--- src/rtl/regfile_sequencer.sv ---
// rtl/regfile_sequencer.sv - command-driven write/read/scan/clear initiator for an 8-entry register file
// Optional bulk clear is compiled in with REGSEQ_CLEAR_EN; without it op 11 completes at once with err.
module regfile_sequencer #(
    parameter int WIDTH = 8
) (
    input  logic             clk,
    input  logic             reset,
    input  logic             cmd_valid,
    output logic             cmd_ready,
    input  logic [1:0]       cmd_op,
    input  logic [2:0]       cmd_addr,
    input  logic [WIDTH-1:0] cmd_data,
    output logic             we3,
    output logic [2:0]       wa3,
    output logic [WIDTH-1:0] wd3,
    output logic [2:0]       ra1,
    output logic [2:0]       ra2,
    input  logic [WIDTH-1:0] rd1,
    input  logic [WIDTH-1:0] rd2,
    output logic             rsp_valid,
    output logic [2:0]       rsp_addr,
    output logic [WIDTH-1:0] rsp_data1,
    output logic [WIDTH-1:0] rsp_data2,
    output logic             done,
    output logic             err,
    output logic             busy
);

    localparam logic [2:0] S_IDLE  = 3'd0;
    localparam logic [2:0] S_WRITE = 3'd1;
    localparam logic [2:0] S_READ  = 3'd2;
    localparam logic [2:0] S_SCAN  = 3'd3;
`ifdef REGSEQ_CLEAR_EN
    localparam logic [2:0] S_CLEAR = 3'd4;
`endif

    logic [2:0]       state_q, state_d;
    logic [2:0]       idx_q, idx_d;
    logic [2:0]       addr_q, addr_d;
    logic [WIDTH-1:0] data_q, data_d;
    logic             rsp_valid_q, rsp_valid_d;
    logic [2:0]       rsp_addr_q, rsp_addr_d;
    logic [WIDTH-1:0] rsp_data1_q, rsp_data1_d;
    logic [WIDTH-1:0] rsp_data2_q, rsp_data2_d;
    logic             done_q, done_d;
    logic             err_q, err_d;

    assign cmd_ready = (state_q == S_IDLE) & ~reset;
    assign busy      = (state_q != S_IDLE);

    always_comb begin
        state_d     = state_q;
        idx_d       = idx_q;
        addr_d      = addr_q;
        data_d      = data_q;
        rsp_valid_d = 1'b0;
        rsp_addr_d  = rsp_addr_q;
        rsp_data1_d = rsp_data1_q;
        rsp_data2_d = rsp_data2_q;
        done_d      = 1'b0;
        err_d       = 1'b0;
        case (state_q)
            S_IDLE: begin
                if (cmd_valid && cmd_ready) begin
                    addr_d = cmd_addr;
                    data_d = cmd_data;
                    // Clear starts at r1: r0 is hardwired to zero in the register file.
                    idx_d  = (cmd_op == 2'b11) ? 3'd1 : 3'd0;
                    case (cmd_op)
                        2'b00: state_d = S_WRITE;
                        2'b01: state_d = S_READ;
                        2'b10: state_d = S_SCAN;
                        2'b11: begin
`ifdef REGSEQ_CLEAR_EN
                            state_d = S_CLEAR;
`else
                            done_d = 1'b1;
                            err_d  = 1'b1;
`endif
                        end
                    endcase
                end
            end
            S_WRITE: begin
                state_d = S_IDLE;
                done_d  = 1'b1;
            end
            S_READ: begin
                rsp_valid_d = 1'b1;
                rsp_addr_d  = addr_q;
                rsp_data1_d = rd1;
                rsp_data2_d = rd2;
                state_d     = S_IDLE;
                done_d      = 1'b1;
            end
            S_SCAN: begin
                rsp_valid_d = 1'b1;
                rsp_addr_d  = idx_q;
                rsp_data1_d = rd1;
                idx_d       = idx_q + 3'd1;
                if (idx_q == 3'd7) begin
                    state_d = S_IDLE;
                    done_d  = 1'b1;
                end
            end
`ifdef REGSEQ_CLEAR_EN
            S_CLEAR: begin
                idx_d = idx_q + 3'd1;
                if (idx_q == 3'd7) begin
                    state_d = S_IDLE;
                    done_d  = 1'b1;
                end
            end
`endif
            default: state_d = S_IDLE;
        endcase
    end

    always_ff @(posedge clk or posedge reset) begin
        if (reset) begin
            state_q     <= S_IDLE;
            idx_q       <= 3'd0;
            addr_q      <= 3'd0;
            data_q      <= '0;
            rsp_valid_q <= 1'b0;
            rsp_addr_q  <= 3'd0;
            rsp_data1_q <= '0;
            rsp_data2_q <= '0;
            done_q      <= 1'b0;
            err_q       <= 1'b0;
        end else begin
            state_q     <= state_d;
            idx_q       <= idx_d;
            addr_q      <= addr_d;
            data_q      <= data_d;
            rsp_valid_q <= rsp_valid_d;
            rsp_addr_q  <= rsp_addr_d;
            rsp_data1_q <= rsp_data1_d;
            rsp_data2_q <= rsp_data2_d;
            done_q      <= done_d;
            err_q       <= err_d;
        end
    end

    // Port drive is a pure decode of state and latched values so reset silences it immediately.
    always_comb begin
        we3 = 1'b0;
        wa3 = 3'd0;
        wd3 = '0;
        ra1 = 3'd0;
        ra2 = 3'd0;
        case (state_q)
            S_WRITE: begin
                we3 = 1'b1;
                wa3 = addr_q;
                wd3 = data_q;
            end
            S_READ: begin
                ra1 = addr_q;
                ra2 = addr_q + 3'd1;
            end
            S_SCAN: ra1 = idx_q;
`ifdef REGSEQ_CLEAR_EN
            S_CLEAR: begin
                we3 = 1'b1;
                wa3 = idx_q;
            end
`endif
            default: ;
        endcase
    end

    assign rsp_valid = rsp_valid_q;
    assign rsp_addr  = rsp_addr_q;
    assign rsp_data1 = rsp_data1_q;
    assign rsp_data2 = rsp_data2_q;
    assign done      = done_q;
    assign err       = err_q;

endmodule

--- config.mk ---
export PLATFORM = sky130hd
export DESIGN_NAME = regfile_sequencer
export DESIGN_NICKNAME = d
export VERILOG_FILES = /design/src/rtl/regfile_sequencer.sv
export SDC_FILE = /design/constraint.sdc
export NUM_CORES = 1
export LEC_CHECK = 0
export ABC_AREA = 1
export CAP_MARGIN = 20
export CORE_ASPECT_RATIO = 0.7
export CORE_MARGIN = 2
export CORE_UTILIZATION = 39
export DETAILED_ROUTE_END_ITERATION = 10
export PLACE_DENSITY = 0.81
export SLEW_MARGIN = 40
export SYNTH_ARGS = -nofsm -noshare
export SYNTH_HDL_FRONTEND = slang
export SYNTH_SLANG_ARGS = --single-unit
--- constraint.sdc ---
create_clock -name clk -period 1.32 [get_ports clk]
set_input_delay 0.264 -clock clk [delete_from_list [all_inputs] [get_ports clk]]
set_output_delay 0.264 -clock clk [all_outputs]
set_load 0.03 [all_outputs]
==> results.cfg <==
[clock_network]
clock_insertion_delay_worst_skew_ns = 0.30
cts.sink_count = 38
cts_max_level = 2
cts_hold_buf = 0
cts_clk_pin_slew_worst_paths_ns = 0.07
clockRootBuffer = sky130_fd_sc_hd__clkbuf_8
tritoncts = yes
cts_bufs_inserted = 5
cts.path.max_buffers = 2

[setup_path]
cp_max_fo = 6
arrival_ns = 1.41
path_cells = buf_6, inv_6, ha_4, nand2_2, nand2_2, buf_6
crit-reg2reg-launch = state_q[0]
setup.worst_path.start_class = flip-flop
setup.worst_path.end_class = output port
worst_r2r_endpoint = state_q[0]
crit_path_top_delay_cell = sky130_fd_sc_hd__dfrtp_1
setup.reg_to_reg.worst_slack_ns = -0.21
crit_required_ns = 1.06
worstSetupPathType = reg2out
r2r_cells = 10
timing.critical_path.slowest_cell_delay_ns = 0.42

[yosys]
synth_edf_count = 0
post-synth-top-area-cell = sky130_fd_sc_hd__dfrtp_1
synth.top_cell.area_share = 0.520
yosys.cell_count.top_type = sky130_fd_sc_hd__nand2_1
netlist_area_mm2 = 0.00183
most_instantiated_cells_after_synthesis = sky130_fd_sc_hd__nand2_1, sky130_fd_sc_hd__dfrtp_1, sky130_fd_sc_hd__inv_1
synthArstFlopShare = 1.00
postSynthRegisterBits = 38
sequential_share_of_the_synthesized_area = 0.520
synth.distinct_cells = 18
synthesis.area_per_instance_um2 = 8.13
synth_fp_nets = 269
yosysWarnings = 0
yosys-top-cells-area = sky130_fd_sc_hd__dfrtp_1, sky130_fd_sc_hd__nand2_1, sky130_fd_sc_hd__ha_1, sky130_fd_sc_hd__inv_1, sky130_fd_sc_hd__nand3_1
synth_flop_cell = sky130_fd_sc_hd__dfrtp_1
post_synth_inst_count = 225

[global_route]
first_pass_grt_wire_length_um = 8440
grt_antenna_before_repair = 0
grtUsageTotal = 0.213
first_global_vias = 1775
grt_max_degree = 39
grt_overflow = 0

[finish]
final_net_count = 382
layout-drive-gt1-share = 0.462
diodes = 0
finalInstanceArea_mm2 = 0.00331
areaGrowthSynthToFinish_pct = 81.0

[pwr]
power_switching_share = 0.467
power_leakage_nw = 1.78
cellInternalPower_mw = 4.19
power_frac_seq = 0.271
switching_power_mw = 3.67
post-layout-total-power_mw = 7.86
powerDensity_mw_per_mm2 = 2370
power.share.combinational = 0.632
power.share.clock = 0.098
vdd_drop_max_mv = 1.04

[floorplan]
placeableCoreArea_mm2 = 0.00443
fp-row-count = 20
die_x_um = 85.9
start_util = 0.413
floorplan.io_pins = 74
fp.dieH_um = 61.3
dieArea_mm2 = 0.00526

[outcome]
run_status = finished with violations
violations = design-rule violations, negative setup slack

[sta]
finalSetupViolations = 49
tns_ns = -9.65
timing_hold_violations_final = 0
finalCritPeriodShare = 1.27
final_critical_path_setup_slack_ns = -0.356
finalCriticalPeriod_ns = 1.68
worstMarginPinSlew_ns = 0.487
timing_max_transition_violations_final = 0
max_slew_margin = 0.675
timing.fmax_mhz = 597
fin_worst_skew_ns = 0.00758
hold-worst-slack_ns = 0.475
setup_repair_after_global_routing_missed_its_margin = true

[worst_hold_path]
hold_path.startpoint = rsp_data1[6]
timing.hold.worst_path_depth = 2
worst_hold_path_type = reg2reg
holdPathEnd = rsp_data1[6]

[run]
maxCapViolCount = 0

[detailed_routing]
detail_route.iter0.violations = 126
wire_per_inst_um = 15.2
detail_route.vias_per_cell = 4.87
dr.pass1.iters = 8
postRouteAntennaNets = 0
vias = 1913
finalWirelength_um = 5980
drt_drc_violations_left = 10

[place]
port-buffer-count = 73
gpl.final_weighted_congestion = 0.805
placedInstanceArea_mm2 = 0.00284
preCtsSetupSlack_ns = -0.248
detailed_place_hpwl_um = 3530
[critical path: cells and delay by family, from the launching register on]
| kind | cells | cell delay, ns |
|---|---|---|
| adder cells (fa/ha/maj) | 1 | 0.19 |
| flip-flops | 1 | 0.42 |
| AND/OR/NAND/NOR | 2 | 0.17 |
| buffers and inverters | 3 | 0.34 |
[worst max path at each step]
stage / depth (start not counted) / from / slack (ns) / to
3_3_place_gp: 8 / cmd_op[0] / -0.18 / state_q[0]
6_report: 6 / state_q[0] / -0.36 / ra1[0]
4_1_cts: 6 / state_q[0] / -0.34 / ra1[1]
5_1_grt: 6 / state_q[0] / -0.40 / cmd_ready
3_5_place_dp: 8 / cmd_op[0] / -0.25 / state_q[0]
2_1_floorplan: 5 / reset / -0.03 / addr_q[2]
[layout make-up]
type / instances / area, µm²
Clock buffer: 5 / 68.8
Clock inverter: 2 / 10.0
Fill cell: 290 / 1120
Inverter: 26 / 134
Multi-Input combinational cell: 154 / 997
Sequential cell: 38 / 952
Tap cell: 55 / 68.8
Timing Repair Buffer: 113 / 1080
[cells in the final DEF (no fill, tap or decap), drive strengths merged, types with 5 or more instances in the layout]
cell type / instances
a21oi: 7
ha: 12
nor2: 6
clkdlybuf4s15: 5
nand2: 107
nand3: 16
clkbuf: 20
dfrtp: 38
clkdlybuf4s50: 31
inv: 25
buf: 62
[layer usage]
layer,GRT usage,vias to the layer above,share of wire,routed length [µm]
li1,-,909,-,-
met1,0.271,914,0.42,2520
met2,0.353,85,0.49,2910
met3,0.0563,5,0.084,501
met4,0.0907,0,0.0072,43
met5,0,-,0,0
[flip-flops by register name (all words and copies together), names as in the netlist]
| name | flops |
|---|---|
| data_q | 8 |
| state_q | 2 |
| rsp_data1 | 8 |
| idx_q | 3 |
| rsp_data2 | 8 |
| addr_q | 3 |
| done | 1 |
| rsp_addr | 3 |
| err | 1 |
| rsp_valid | 1 |
[through the flow]
stage | utilization | cells
2_1_floorplan | - | 225
3_3_place_gp | 0.642 | 369
3_5_place_dp | 0.642 | 369
4_1_cts | 0.716 | 389
5_1_grt | 0.747 | 393
6_report | 0.747 | 393
[cell families (layout without fill, tap and decap cells)]
family,after synthesis,after routing,share of synthesized area
and+or+nand+nor,131,131,0.288
AOI/OAI and AO/OA,10,10,0.0308
xor gates and xnor gates,1,1,0.00479
DFF,38,38,0.520
adders and majority gates,12,12,0.0821
buffers and inverters,33,146,0.0746
[power by group through the flow]
stage / clock network [mW] / logic (mW) / registers (mW)
final: 0.767 / 4.97 / 2.13
after global placement: 0 / 4.01 / 2.02
after detailed placement: 0 / 4.08 / 2.04
after CTS: 0.753 / 4.51 / 2.03
after floorplan: 0 / 1.84 / 2.63
after global routing: 0.832 / 5.28 / 2.19
[timing repair]
item	4_1_cts	5_1_grt
buffers inserted	13	5
hold endpoints to repair	0	0
endpoints found under the setup margin	54	69
gates resized for setup	69	83
pin swaps	9	25
Note: power is estimated with default switching activity, not from simulation.
==> RTL change 1: new RTL, same flow settings <==
The parameter `WIDTH` goes from 8 to 6.
--- a/src/rtl/regfile_sequencer.sv
+++ b/src/rtl/regfile_sequencer.sv
@@ -3,3 +3,3 @@
 module regfile_sequencer #(
-    parameter int WIDTH = 8
+    parameter int WIDTH = 6
 ) (
Ports: changed (6 resized); port bits go from 74 to 62. No check against the original RTL was run, so the function may have changed too.
==> RTL change 1 against the original RTL <==
  * The run ends with negative setup slack left
  * Sequential cell count fell by 6
  * Cell count fell by 14%
  * Global-route usage fell by 1.5 points
  * Register-to-register slack improved by 0.02 ns
  * Cell area fell by 15%
  * Routed wire length fell by 26%
  * Die area fell by 14%
  * Synthesized area fell by 15%
  * Power fell by 17%
  * Synthesized cell count fell by 13%
  * Worst setup slack improved by 0.017 ns
  * Utilization fell by 1.7 points
  * Critical path type unchanged
  * Largest power group unchanged
  * Highest routed layer unchanged
==> RTL change 1: results (changes against the original RTL) <==
Logic synthesis
  • Adder-cell share of the synthesized area: 9.608% (was 8.208%)
  • Unique cell type count in the Yosys netlist: 15 (was 18)
  • Commonest cells in the netlist: nand2_1 (93), dfrtp_1 (32), inv_1 (19), ha_1 (12) (was nand2_1 (106), dfrtp_1 (38), inv_1 (24), nand3_1 (16), ha_1 (12))
  • Synth Instances: 196 (was 225)
  • Syn nets: 234 (was 269)
  • Compound-Gate Fraction of Synth Area: 3.203% (was 3.078%)
  • Largest cells by area after synthesis: dfrtp_1 (51%), nand2_1 (22%), ha_1 (9.6%) (was dfrtp_1 (52%), nand2_1 (22%), ha_1 (8.2%))
  • Sequential fraction of the synthesis area: 51.24% (was 51.98%)
  • XOR/XNOR Fraction of Synth Area: 0.5604% (was 0.4788%)
  • Yosys Warn Count: 0 (unchanged)

Route
  • Via density: 4.622 (was 4.868)
  • Iteration count of the initial detailed-routing pass: 4 (was 8)
  • Drt total wl: 4436 um (was 5980 um)
  • DR WL/cell: 13.09 um (was 15.22 um)
  • Initial detailed-routing violation count: 78 (was 126)

Timing
  • Final setup violation count: 42 (was 49)
  • Layout Skew: 0.004108 ns (was 0.007582 ns)
  • TNS Setup: -7.783 ns (was -9.653 ns)
  • Slew @ Worst Pin: 0.4083 ns (was 0.4872 ns)
  • Setup slack after layout: -0.3394 ns (was -0.3561 ns)
  • Min Hold Slack: 0.4705 ns (was 0.4747 ns)

Setup path
  • Worst path slowest cell: dfrtp_2 (was dfrtp_1)
  • Critical R2R Capture: rsp_addr[1] (was state_q[0])
  • Top delay family on crit path: buffers and inverters (was flip-flops)
  • Critical Path Sink: wd3[2] (was ra1[0])
  • Crit path max fanout: 5 (was 6)
  • CP peak stage delay: 0.44 ns (was 0.42 ns)
  • Cells on worst reg2reg path: 8 (was 10)
  • R2R Path Start: state_q[1] (was state_q[0])

GRT
  • Largest net degree at the start of global routing: 33 (was 39)
  • First-pass GRT wire length: 6975 um (was 8438 um)
  • Number of global-route vias before repair: 1,497 (was 1,775)
  • GR Util All Layers: 19.79% (was 21.27%)

Status
  • Failing checks: negative setup slack (was design-rule violations, negative setup slack)
  • Status: finished, violations left (unchanged)

Placed design
  • Post-Place Cells: 320 (was 369)
  • GP Congestion: 0.7874 (was 0.8051)
  • DP Worst Slack: -0.2660 ns (was -0.2476 ns)
  • Dpl cell area: 2369 sq um (was 2844 sq um)
  • DP Wirelength: 2769 um (was 3527 um)

Clock network
  • Post-CTS Setup Repair Bufs: 10 (was 13)
  • Worst skew pair latency: 0.27 ns (was 0.30 ns)
  • Resized Gates After CTS: 75 (was 69)

Pwr
  • Static Leak: 1.554 nW (was 1.783 nW)
  • Peak VDD IR: 1.356 mV (was 1.038 mV)

Worst hold path
  • Worst Hold Path EP: rsp_data2[1] (was rsp_data1[6])
  • Worst hold start: rsp_data2[1] (was rsp_data1[6])
[RTL change 1: metal layers]
| metal | share of wire, % | GRT usage (%) | routed length [um] | vias up |
|---|---|---|---|---|
| li1 | - | - | - | 774 |
| met1 | 44 | 27.69 | 1958 | 716 |
| met5 | 0 | 0 | 0 | - |
| met3 | 8.4 | 6.487 | 374 | 4 |
| met2 | 47 | 30.37 | 2063 | 73 |
| met4 | 0.90 | 4.187 | 40 | 0 |
[RTL change 1: layout make-up]
type | count | area, sq um
Tap cell | 52 | 65.06
Clock inverter | 1 | 5.005
Clock buffer | 6 | 72.57
Sequential cell | 32 | 803.3
Inverter | 26 | 130.1
Fill cell | 264 | 1045
Timing Repair Buffer | 89 | 880.8
Multi-Input combinational cell | 133 | 873.3
[RTL change 1: power breakdown]
group	leakage [nW]	internal, mW	switching [mW]
clock network	0.0410	0.358	0.332
registers	0.401	1.42	0.321
logic	1.11	1.73	2.33
total	1.55	3.51	2.98
==> RTL change 2: new RTL, same settings <==
Without the edit above. Put one more register stage on the output `err`, with the module's reset. The value now appears one clock later. The other outputs are not delayed to match.
--- a/src/rtl/regfile_sequencer.sv
+++ b/src/rtl/regfile_sequencer.sv
@@ -177,3 +177,9 @@
     assign done      = done_q;
-    assign err       = err_q;
+    always_ff @(posedge clk or posedge reset) begin
+        if (reset) begin
+            err <= '0;
+        end else begin
+            err <= err_q;
+        end
+    end
 
Check against the original RTL: not equivalent (a bounded check fails within 4 cycles, from zero or initial values and one cycle with reset high).
==> RTL change 2 against the original RTL <==
  * The run ends with negative setup slack left
  * Clock power increased by 0.5%
  * Critical path type unchanged
  * Synthesized area is 1.1% higher
  * Cell area is 8.2% lower
  * Largest cell class is now registers
  * Critical path depth down 1
  * Combinational power fell by 15%
  * Routed wire length shrank 21%
  * First-iteration DRC count decreased by 66%
  * Power fell by 11%
  * Worst hold slack got worse by 0.12 ns
  * Highest routed layer unchanged
  * Worst setup slack improved by 0.034 ns
  * Sequential cell count increased by 1
==> RTL change 2: results (changes against the original RTL) <==
Status
  • Status: finished, violations left (unchanged)
  • Failing checks: negative setup slack (was design-rule violations, negative setup slack)

Logic synthesis
  • Unique cell type count in the Yosys netlist: 18 (unchanged)
  • Sequential fraction of the synthesis area: 52.77% (was 51.98%)
  • Commonest cells in the netlist: nand2_1 (106), dfrtp_1 (39), inv_1 (20), nand3_1 (16), ha_1 (12) (was nand2_1 (106), dfrtp_1 (38), inv_1 (24), nand3_1 (16), ha_1 (12))
  • Syn nets: 270 (was 269)
  • Largest cells by area after synthesis: dfrtp_1 (53%), nand2_1 (22%), ha_1 (8.1%) (was dfrtp_1 (52%), nand2_1 (22%), ha_1 (8.2%))

Pwr
  • P_sw: 3.194 mW (was 3.667 mW)
  • Static Leak: 1.636 nW (was 1.783 nW)

Route
  • Drt drc: 0 (was 10)
  • Initial detailed-routing violation count: 43 (was 126)
  • Iteration count of the initial detailed-routing pass: 4 (was 8)
  • Routed via count: 1,760 (was 1,913)

Clock network
  • Worst skew pair latency: 0.28 ns (was 0.30 ns)
  • Clock Root Buffer: clkbuf_8 (unchanged)

Worst hold path
  • Worst hold start: err_q (was rsp_data1[6])
  • Worst hold path type: reg -> reg (unchanged)
  • Hold depth: 0 (was 2)
  • Worst Hold Path EP: err (was rsp_data1[6])

Finish
  • FILL cells: 364 (was 290)
  • Layout cells sized above 1: 30.43% (was 46.15%)

Placed design
  • Dpl cell area: 2818 sq um (was 2844 sq um)
  • GP Congestion: 0.7696 (was 0.8051)
  • DP Wirelength: 3488 um (was 3527 um)

Setup path
  • Cells on worst reg2reg path: 7 (was 10)
  • R2R Setup Slk: -0.02 ns (was -0.21 ns)
  • Worst endpoint data arrival time: 1.38 ns (was 1.41 ns)
  • R2R Path Start: state_q[1] (was state_q[0])
  • Critical R2R Capture: rsp_data1[5] (was state_q[0])

Timing
  • Slew @ Worst Pin: 0.4910 ns (was 0.4872 ns)
  • TNS Setup: -5.473 ns (was -9.653 ns)
  • Final setup violation count: 28 (was 49)
  • Layout Skew: 0.005093 ns (was 0.007582 ns)
  • Min Hold Slack: 0.3536 ns (was 0.4747 ns)
  • Setup slack after layout: -0.3224 ns (was -0.3561 ns)

GRT
  • Largest net degree at the start of global routing: 40 (was 39)
  • GR Util All Layers: 19.63% (was 21.27%)
  • Number of global-route vias before repair: 1,663 (was 1,775)
-- RTL change 2: cell types whose count changed in the layout (fill, tap and decap cells not counted), sizes merged --
cell / delta
clkdlybuf4s50: -1
clkdlybuf4s15: +8
dlygate4sd2: +2
clkinv: -1
clkbuf: -10
inv: +1
dlymetal6s2s: +1
dfrtp: +1
buf: -17
-- RTL change 2: cell type report --
| class | instances | area share, % |
|---|---|---|
| inverters | 26 | 3.623 |
| multi-input cells | 154 | 28.69 |
| clock inverters | 2 | 0.4117 |
| flip-flops and latches | 39 | 32.11 |
| well taps | 55 | 2.264 |
| repair buffers | 95 | 30.51 |
| clock buffers | 6 | 2.388 |
-- RTL change 2: worst max-delay path by stage --
stage	from	slack [ns]	to
detailed placement	cmd_op[0]	-0.26	state_q[0]
global route	state_q[1]	-0.39	ra2[0]
floorplan	state_q[0]	-0.03	ra2[0]
CTS	state_q[1]	-0.32	ra2[0]
finish	state_q[1]	-0.32	ra2[0]
global placement	cmd_op[0]	-0.18	state_q[1]
-- RTL change 2: repair_timing --
item                                    4_1_cts  5_1_grt
pin swaps                                     2        3
resized for setup                            50       27
endpoints found under the setup margin       55       71
buffers inserted                              2        2
-- RTL change 2: per-stage QoR --
step                cells  utilization, %  setup slack (ns)
floorplan             226               -          -0.02785
finish                377           68.23           -0.3224
CTS                   376           67.53           -0.3173
detailed placement    366           63.26           -0.2554
global placement      366           63.26           -0.1813
global route          377           68.23           -0.3869
-- RTL change 2: logic make-up (layout without fill, tap and decap cells) --
kind of cell	count (synthesis)	after routing	synth area share, %
flops	39	39	52.77
xor+xnor	1	1	0.4737
fa+ha+maj	12	12	8.119
compound gates	10	10	3.044
buf+inv	33	129	7.104
simple gates	131	131	28.48
-- RTL change 2: critical path, cell delays in order, from the launching register on --
cell	delay [ns]
dfrtp_1	0.42
buf_4	0.15
ha_4	0.21
inv_6	0.06
nor2_4	0.12
buf_12	0.13
-- RTL change 2: power by group through the flow --
stage / combinational (mW) / clock, mW / sequential (mW)
floorplan: 1.78 / 0 / 2.65
global placement: 3.95 / 0 / 2.04
detailed placement: 4.04 / 0 / 2.05
CTS: 4.15 / 0.796 / 2.04
global route: 4.55 / 0.865 / 2.12
finish: 4.20 / 0.771 / 2.05
-- RTL change 2: per-layer routing --
metal | global-route usage, % | wire length, um | vias up
met5 | 0 | 0 | -
met4 | 5.580 | 38 | 0
met3 | 6.166 | 387 | 4
met2 | 30.23 | 2109 | 67
met1 | 27.21 | 2199 | 814
li1 | - | - | 875
